===== src/rtl/tivi_pkg.sv =====
// tivi_pkg: shared definitions for the tivi register bus.
//   - Register index constants of the tivi bus responder.
//   - Command opcodes accepted by tivi_bus_master.
//   - Bus master FSM state encoding and the state type.
//   - Small helper for building the VRAM address high byte.
package tivi_pkg;

  // Responder register map
  localparam logic [3:0] REG_VDATA     = 4'd0;
  localparam logic [3:0] REG_ADDR_LO   = 4'd1;
  localparam logic [3:0] REG_ADDR_HI   = 4'd2;
  localparam logic [3:0] REG_CTRL      = 4'd3;
  localparam logic [3:0] REG_CURSOR_CH = 4'd4;
  localparam logic [3:0] REG_CURSOR_X  = 4'd5;
  localparam logic [3:0] REG_CURSOR_Y  = 4'd6;
  localparam logic [3:0] REG_CLKDIV    = 4'd7;

  // Command opcodes
  localparam logic [1:0] OP_WRITE = 2'b00;
  localparam logic [1:0] OP_READ  = 2'b01;
  localparam logic [1:0] OP_FILL  = 2'b10;
  localparam logic [1:0] OP_RSVD  = 2'b11;

  // Bus master FSM states, kept as plain constants so older code that
  // compares raw state codes keeps working.
  typedef logic [2:0] state_t;
  localparam state_t ST_IDLE      = 3'd0;
  localparam state_t ST_WAIT      = 3'd1;
  localparam state_t ST_SINGLE    = 3'd2;
  localparam state_t ST_FILL_LO   = 3'd3;
  localparam state_t ST_FILL_HI   = 3'd4;
  localparam state_t ST_FILL_DATA = 3'd5;

  // ADDR_HI register takes the upper six address bits, zero-extended.
  function automatic logic [7:0] addr_hi_byte(input logic [13:0] addr);
    return {2'b00, addr[13:8]};
  endfunction

endpackage


===== src/rtl/phi2_edge.sv =====
// phi2_edge: edge detector for the responder-generated phi2 clock.
// phi2 is synchronous to clk, so one register stage is enough.
// Ports:
//   clk, reset : clock, synchronous active-high reset
//   phi2       : bus phase clock (synchronous to clk)
//   fall       : high in the clk cycle where phi2 is seen going 1 -> 0
//   rise       : high in the clk cycle where phi2 is seen going 0 -> 1
module phi2_edge (
  input  logic clk,
  input  logic reset,
  input  logic phi2,
  output logic fall,
  output logic rise
);

  logic phi2_q;

  always_ff @(posedge clk) begin
    if (reset) phi2_q <= 1'b0;
    else       phi2_q <= phi2;
  end

  assign fall = phi2_q & ~phi2;
  assign rise = ~phi2_q & phi2;

endmodule


===== src/rtl/tivi_bus_master.sv =====
// tivi_bus_master: host-side initiator for the tivi register bus.
// Turns command requests into phi2-aligned bus slots. A slot runs from
// one phi2 fall to the next; all bus outputs are registered and only
// change on fall cycles (or reset).
// Ports:
//   clk, reset        : clock, synchronous active-high reset
//   phi2              : bus phase clock from the responder
//   cmd_valid/ready   : command handshake (accepted when both high)
//   cmd_op            : 00 reg write, 01 reg read, 10 VRAM fill, 11 no-op
//   cmd_rs, cmd_data  : register select / write data or fill byte
//   cmd_addr, cmd_count : fill start address and byte count (0 = load only)
//   rsp_valid, rsp_data : one-clk read response pulse, data held after
//   busy              : command in progress
//   bus_cs, bus_rwb, bus_rs, bus_wdata, bus_rdata : responder bus
module tivi_bus_master
  import tivi_pkg::*;
(
  input  logic        clk,
  input  logic        reset,
  input  logic        phi2,
  input  logic        cmd_valid,
  output logic        cmd_ready,
  input  logic [1:0]  cmd_op,
  input  logic [3:0]  cmd_rs,
  input  logic [7:0]  cmd_data,
  input  logic [13:0] cmd_addr,
  input  logic [13:0] cmd_count,
  output logic        rsp_valid,
  output logic [7:0]  rsp_data,
  output logic        busy,
  output logic        bus_cs,
  output logic        bus_rwb,
  output logic [3:0]  bus_rs,
  output logic [7:0]  bus_wdata,
  input  logic [7:0]  bus_rdata
);

  logic fall;

  phi2_edge u_phi2_edge (
    .clk   (clk),
    .reset (reset),
    .phi2  (phi2),
    .fall  (fall),
    .rise  ()
  );

  state_t      state_reg;
  logic [1:0]  op_reg;
  logic [3:0]  rs_reg;
  logic [7:0]  data_reg;
  logic [13:0] addr_reg;
  logic [13:0] count_reg;
  logic [13:0] remaining_reg;
  logic        rsp_valid_reg;
  logic [7:0]  rsp_data_reg;
  logic        bus_cs_reg;
  logic        bus_rwb_reg;
  logic [3:0]  bus_rs_reg;
  logic [7:0]  bus_wdata_reg;

  always_ff @(posedge clk) begin
    if (reset) begin
      state_reg     <= ST_IDLE;
      op_reg        <= OP_WRITE;
      rs_reg        <= 4'd0;
      data_reg      <= 8'd0;
      addr_reg      <= 14'd0;
      count_reg     <= 14'd0;
      remaining_reg <= 14'd0;
      rsp_valid_reg <= 1'b0;
      rsp_data_reg  <= 8'd0;
      bus_cs_reg    <= 1'b0;
      bus_rwb_reg   <= 1'b1;
      bus_rs_reg    <= 4'd0;
      bus_wdata_reg <= 8'd0;
    end else begin
      rsp_valid_reg <= 1'b0;
      case (state_reg)
        ST_IDLE: begin
          if (cmd_valid) begin
            op_reg    <= cmd_op;
            rs_reg    <= cmd_rs;
            data_reg  <= cmd_data;
            addr_reg  <= cmd_addr;
            count_reg <= cmd_count;
            state_reg <= ST_WAIT;
          end
        end

        // Any fall seen here is strictly after the acceptance cycle,
        // because phi2_q was refreshed on the acceptance edge.
        ST_WAIT: begin
          if (op_reg == OP_RSVD) begin
            state_reg <= ST_IDLE;
          end else if (fall) begin
            bus_cs_reg <= 1'b1;
            if (op_reg == OP_FILL) begin
              bus_rs_reg    <= REG_ADDR_LO;
              bus_rwb_reg   <= 1'b0;
              bus_wdata_reg <= addr_reg[7:0];
              state_reg     <= ST_FILL_LO;
            end else begin
              bus_rs_reg    <= rs_reg;
              bus_rwb_reg   <= op_reg[0];
              bus_wdata_reg <= data_reg;
              state_reg     <= ST_SINGLE;
            end
          end
        end

        // Responder read data is stable from the high phase, so it is
        // captured on the fall that closes the slot.
        ST_SINGLE: begin
          if (fall) begin
            if (bus_rwb_reg) begin
              rsp_data_reg  <= bus_rdata;
              rsp_valid_reg <= 1'b1;
            end
            bus_cs_reg  <= 1'b0;
            bus_rwb_reg <= 1'b1;
            state_reg   <= ST_IDLE;
          end
        end

        ST_FILL_LO: begin
          if (fall) begin
            bus_rs_reg    <= REG_ADDR_HI;
            bus_wdata_reg <= addr_hi_byte(addr_reg);
            state_reg     <= ST_FILL_HI;
          end
        end

        ST_FILL_HI: begin
          if (fall) begin
            if (count_reg == 14'd0) begin
              bus_cs_reg  <= 1'b0;
              bus_rwb_reg <= 1'b1;
              state_reg   <= ST_IDLE;
            end else begin
              bus_rs_reg    <= REG_VDATA;
              bus_wdata_reg <= data_reg;
              remaining_reg <= count_reg;
              state_reg     <= ST_FILL_DATA;
            end
          end
        end

        // Each fall closes one VDATA write; the responder's address
        // auto-increment advances VRAM between slots. remaining is never
        // zero here, so the decrement cannot wrap.
        ST_FILL_DATA: begin
          if (fall) begin
            remaining_reg <= remaining_reg - 14'd1;
            if (remaining_reg == 14'd1) begin
              bus_cs_reg  <= 1'b0;
              bus_rwb_reg <= 1'b1;
              state_reg   <= ST_IDLE;
            end
          end
        end

        default: begin
          bus_cs_reg  <= 1'b0;
          bus_rwb_reg <= 1'b1;
          state_reg   <= ST_IDLE;
        end
      endcase
    end
  end

  assign cmd_ready = (state_reg == ST_IDLE);
  assign busy      = (state_reg != ST_IDLE);
  assign rsp_valid = rsp_valid_reg;
  assign rsp_data  = rsp_data_reg;
  assign bus_cs    = bus_cs_reg;
  assign bus_rwb   = bus_rwb_reg;
  assign bus_rs    = bus_rs_reg;
  assign bus_wdata = bus_wdata_reg;

endmodule


===== config.mk =====
export PLATFORM = sky130hd
export DESIGN_NAME = tivi_bus_master
export DESIGN_NICKNAME = d
export VERILOG_FILES = /design/src/rtl/tivi_pkg.sv /design/src/rtl/phi2_edge.sv /design/src/rtl/tivi_bus_master.sv
export SDC_FILE = /design/constraint.sdc
export NUM_CORES = 1
export LEC_CHECK = 0
export BUFFER_PORTS_ARGS = -buffer_cell sky130_fd_sc_hd__buf_2
export CORE_UTILIZATION = 54
export DETAILED_ROUTE_END_ITERATION = 8
export PLACE_DENSITY = 0.79
export SLEW_MARGIN = 20
export SYNTH_ARGS = -nofsm -noshare
export SYNTH_HDL_FRONTEND = slang
export SYNTH_SLANG_ARGS = --single-unit
export TNS_END_PERCENT = 5

===== constraint.sdc =====
create_clock -name clk -period 2.7 [get_ports clk]
set_input_delay 0.54 -clock clk [delete_from_list [all_inputs] [get_ports clk]]
set_output_delay 0.54 -clock clk [all_outputs]
set_load 0.01 [all_outputs]

Word level (Yosys, flattened, before mapping)
Cells that the tools add are included.
{"block": "totals", "register_bits": 83, "inputBits": 54, "output_inout_bits": 25, "elab_cells": 98}
{"block": "op_classes", "addsub": 1, "n_eq_ne": 19, "muxes": 46, "bitwise_logic": 5, "n_reduce_logical": 13}
{"cell": "8-bit 2-to-1 mux", "count": 6}
{"cell": "14-bit 2-to-1 mux", "count": 3}
{"cell": "14-bit one-hot mux with 2 select lines", "count": 1}
{"cell": "3-bit 2-to-1 mux", "count": 9}
{"cell": "4-bit 2-to-1 mux", "count": 6}
{"cell": "8-bit one-hot mux with 3 select lines", "count": 1}
{"cell": "2-bit != test, second input constant", "count": 10}
{"cell": "3-bit one-hot mux with 6 select lines", "count": 1}
{"cell": "1-bit 2-to-1 mux", "count": 16}
{"cell": "14-bit by 1-bit equality test with 1-bit output, second input constant", "count": 1}
{"cell": "14-bit logical NOT", "count": 1}
{"cell": "14-bit by 1-bit subtractor with 14-bit output, second input constant", "count": 1}
{"cell": "4-bit one-hot mux with 3 select lines", "count": 1}
{"cell": "1-bit one-hot mux with 5 select lines", "count": 2}
{"cell": "8-bit AND reduction", "count": 1}
{"cell": "7-bit AND reduction", "count": 1}
{"cell": "3-bit by 2-bit equality test with 1-bit output, second input constant", "count": 2}
{"cell": "3-bit equality test, second input constant", "count": 2}
{"cell": "6-bit AND reduction", "count": 1}
{"cell": "3-bit nonzero test", "count": 2}
{"cell": "2-bit equality test, second input constant", "count": 2}
{"cell": "1-bit NOT", "count": 4}
{"cell": "4-bit AND reduction", "count": 1}
{"cell": "3-bit by 1-bit equality test with 1-bit output, second input constant", "count": 1}
{"cell": "8 further kinds", "count": 8}

Longest topological paths before layout
{"block": "depth", "word_depth": 5, "mapped_depth": 8, "depth_no_buf": 7}

Modules after synthesis
A second synthesis with hierarchy kept.
{"block": "unflattened", "hier_cells": 459, "hier_area_um2": 3662.3}
{"mod": "tivi_bus_master", "n_inst": 1, "cells_each": 455, "area_per_inst_um2": 3623.5, "seq_area_each_um2": 1641.6}
{"mod": "phi2_edge", "n_inst": 1, "cells_each": 4, "area_per_inst_um2": 38.8, "seq_area_each_um2": 20.0}

Least setup slack after synthesis
OpenSTA, ideal clock, no wires.
{"block": "synth_timing", "path_kind": "input port to flip-flop", "start": "in phi2", "end": "reg bus_rwb_reg, in the netlist bus_rwb", "setup_ns": 0.122, "arrival_ns": 1.805, "required_ns": 2.578, "setup_slack_ns": 0.773, "stages": 5, "path_buffers": 0, "path_cell_list": "nand2b_1 -> a31oi_1 -> o2111ai_4 -> or4_4 -> o32a_1"}
{"block": "synth_between", "elab_chain_cells": 4, "word_cells_on_any_way": 7, "cone_classes": "eq/ne: 4; bitwise: 2; reduce/logical: 1"}
{"item": "from (decl)", "line": "tivi_bus_master.sv:20", "source": "input logic phi2,"}
{"item": "1-bit NOT *", "line": "phi2_edge.sv:23", "source": "assign fall = phi2_q & ~phi2;"}
{"item": "1-bit AND *", "line": "phi2_edge.sv:23"}
{"item": "2-bit != test (no source line)"}
{"item": "8-bit AND reduction (no source line) *"}
{"item": "to (signal assigned)", "line": "tivi_bus_master.sv:105", "source": "bus_rwb_reg <= op_reg[0];"}
{"item": "to (decl)", "line": "tivi_bus_master.sv:58", "source": "logic bus_rwb_reg;"}
Mark *: on every way between the ends. The rest lies on a longest branch, timed or not.
A chain may end at the register's enable or synchronous reset.

Worst setup path after layout
{"block": "layout_timing", "start": "reg state_reg[2]", "end": "reg remaining_reg[7]"}
{"block": "layout_between", "elab_chain_cells": 3, "word_cells_on_any_way": 8, "cone_classes": "eq/ne: 5; mux: 1; reduce/logical: 2"}
{"item": "from (decl)", "line": "tivi_bus_master.sv:48", "source": "state_t state_reg;"}
{"item": "from (signal assigned)", "line": "tivi_bus_master.sv:64", "source": "state_reg <= ST_IDLE;"}
{"item": "from (signal assigned)", "line": "tivi_bus_master.sv:87", "source": "state_reg <= ST_WAIT;"}
{"item": "from (signal assigned)", "line": "tivi_bus_master.sv:95", "source": "state_reg <= ST_IDLE;"}
{"item": "3-bit equality test", "line": "tivi_bus_master.sv:79", "source": "case (state_reg)"}
{"item": "2-bit != test (no source line) / 2-bit nonzero test (equally long branches)"}
{"item": "4-bit AND reduction (no source line)"}
{"item": "to (signal assigned)", "line": "tivi_bus_master.sv:143", "source": "remaining_reg <= count_reg;"}
{"item": "to (signal assigned)", "line": "tivi_bus_master.sv:154", "source": "remaining_reg <= remaining_reg - 14'd1;"}
{"item": "to (decl)", "line": "tivi_bus_master.sv:54", "source": "logic [13:0] remaining_reg;"}
Several ways; a longest one is shown, not always the timed one.

==> results.cfg <==
[critical_path]
criticalPathCategory = reg2reg
required_ps = 2970
end_kind = register
crit_fanout = 17
cp_data_arrival_time_ps = 2530
critPathMaxStageDelay_ps = 710
cp_slowest_cell = dfxtp_1
crit_chain = inv_1 -> nor3_1 -> o21a_1 -> a31oi_1 -> a311oi_1
worstSetupStartpointType = register

[timing]
period_share_pct = 83.79
final-max-slew-violation-count = 0
min_period_ps = 2262
setup_slack_ps = 437.6
finClkSkew_ps = 8.975
hold_ws_ps = 415.4
setup_viol = 0
rsz0062_at_grt = false
relSlewSlack_pct = 49.60
timing.fmax_ghz = 0.4420
hold_viol_final = 0
finalSetupTns_ps = 0
worst_pin_slew_ps = 755.0

[route]
totalWireLength_um = 8591
drc = 0
drtIter0Drc = 285
wl_per_cell_um = 14.27
ant_nets = 0
dr_total_vias = 3424
viasPerCell = 5.688
drt_first_pass_iters = 5

[cells_and_area]
ff_latch_area_um2 = 1662
fin_area_um2 = 4252
fillers = 562
diodes = 0
multi_input_area_um2 = 1798
finalNetCount = 576
fin_util_pct = 66.58
area_delta_synth_final_pct = 18.07
drive_above_1_share_pct = 20.57

[logic_synthesis]
async_flop_share_pct = 0
synth_cell_type_count = 46
synth_edf_count = 0
ys_warn_count = 0
synthCells = 452
ys.flop_type = dfxtp_1
ys_ff_latch = 83
synth_area_um2 = 3601
yosysSeqAreaShare_pct = 46.14
synth_nets = 508
avgSynthCellArea_um2 = 7.967

[grt]
grt_max_degree = 46
track_usage_pct = 25.66
overflow = 0
grt_pass1_vias = 3050
antenna_found_initial = 0
grt_pass1_wl_um = 14550

[die]
fp.coreArea_um2 = 6386
dieArea_um2 = 6999
std_cell_rows = 29
die_w_um = 83.66
die_h_um = 83.66
start_util_pct = 56.39
io_pins = 79

[placement]
gp_congestion = 0.8732
dp_slack_ps = 517.9
placed_area_um2 = 4036
place_hpwl_um = 5700
port_buffers = 78

[job]
maxCapViolCount = 0

[clocking]
worstSkewPairLatency_ps = 350
cts-resized-gates = 0
cts_max_level = 3
cts_tree = done
ctsLongestPathBuffers = 2
postCtsSetupBuffers = 0
clkSlewWorstSetupHoldPaths_ps = 90
ctsHoldBuffers = 0
root_buffer = clkbuf_8
cts_made_buffers = 9
clock-sinks = 83

[power]
power.leakage_nw = 1.673
cellPowerDensity_nw_per_um2 = 765.8
ir_drop_v = 0.0006139

[worst_hold_path]
min_path_type = in2reg

[run_status]
outcome = completed
cell usage after synthesis (all sizes together), types with 6 or more instances:
| cell | number | share of area (%) |
|---|---|---|
| dfxtp | 83 | 46 |
| a21oi | 64 | 8.9 |
| clkbuf | 24 | 2.5 |
| nand2b | 7 | 1.2 |
| nand2 | 121 | 13 |
| inv | 6 | 0.63 |
| o21ai | 15 | 2.1 |
| buf | 6 | 0.80 |
| nor2 | 27 | 2.8 |
| nand3 | 9 | 1.3 |
| mux2i | 8 | 2.2 |
| a311oi | 8 | 1.9 |
| a211oi | 8 | 1.7 |
| a22oi | 8 | 1.7 |
through the flow:
step | power (mW) | cells
3_5_place_dp | 2.305 | 586
5_1_grt | 3.445 | 602
3_3_place_gp | 2.282 | 586
4_1_cts | 3.273 | 602
2_1_floorplan | 2.065 | 452
6_report | 3.256 | 602
cells by family (layout without fill, tap and decap cells):
kind of cell	count (synthesis)	after routing	synth area share, %
adders and majority gates	2	2	0.6948
AOI/OAI and AO/OA	129	129	22.65
buffers and inverters	36	109	3.926
DFF	83	83	46.14
muxes	8	8	2.224
and+or+nand+nor	192	192	23.87
xor gates and xnor gates	2	2	0.4865
worst max-delay path, delay by kind of cell (launching register included):
family,cells,cell delay [ps]
simple gates,1,340
flops,1,710
compound gates,3,960
buf+inv,1,170
routing by layer:
metal	GRT usage [%]	wire length, um	vias to the layer above
met3	5.242	430	21
met4	11.40	221	0
met2	39.17	4026	109
li1	-	-	1715
met5	0	0	-
met1	35.07	3913	1579
power breakdown:
group / switching [mW] / total [mW] / internal (mW)
Clock: 0.453 / 0.976 / 0.523
Sequential: 0.143 / 1.51 / 1.36
Combinational: 0.481 / 0.774 / 0.293
worst paths after layout:
| kind | startpoint | endpoint | slack (ps) | cells past startpoint |
|---|---|---|---|---|
| setup reg to reg | state_reg[2]$_SDFFE_PP0P_ | remaining_reg[7]$_SDFFE_PP0P_ | 440 | 5 |
| hold reg to reg | addr_reg[8]$_SDFFE_PP0P_ | addr_reg[8]$_SDFFE_PP0P_ | 460 | 2 |
| setup / recovery | state_reg[2]$_SDFFE_PP0P_ | remaining_reg[7]$_SDFFE_PP0P_ | 440 | 5 |
| hold / removal | cmd_count[0] | count_reg[0]$_SDFFE_PP0P_ | 420 | 3 |
area by class of cell:
cell class | instances | area share, %
clock buffer | 10 | 3.002
clock inverter | 6 | 2.060
inverter | 6 | 0.5297
multi-input combinational | 333 | 42.29
sequential | 83 | 39.08
tap | 77 | 2.266
timing repair buffer | 87 | 10.77
cells in the final DEF, fill, tap and decap left out, types with 6 or more instances in the layout:
cell type and n:
buf_2 78, nand3_1 9, clkbuf_8 9, nand2b_1 7, a22oi_1 8, o21ai_0 14
a211oi_1 8, a21oi_1 64, inv_1 6, nand2_1 121, mux2i_1 8, buf_4 9
dfxtp_1 83, a311oi_1 8, nor2_1 27
Power figures use the tool's default switching activity.
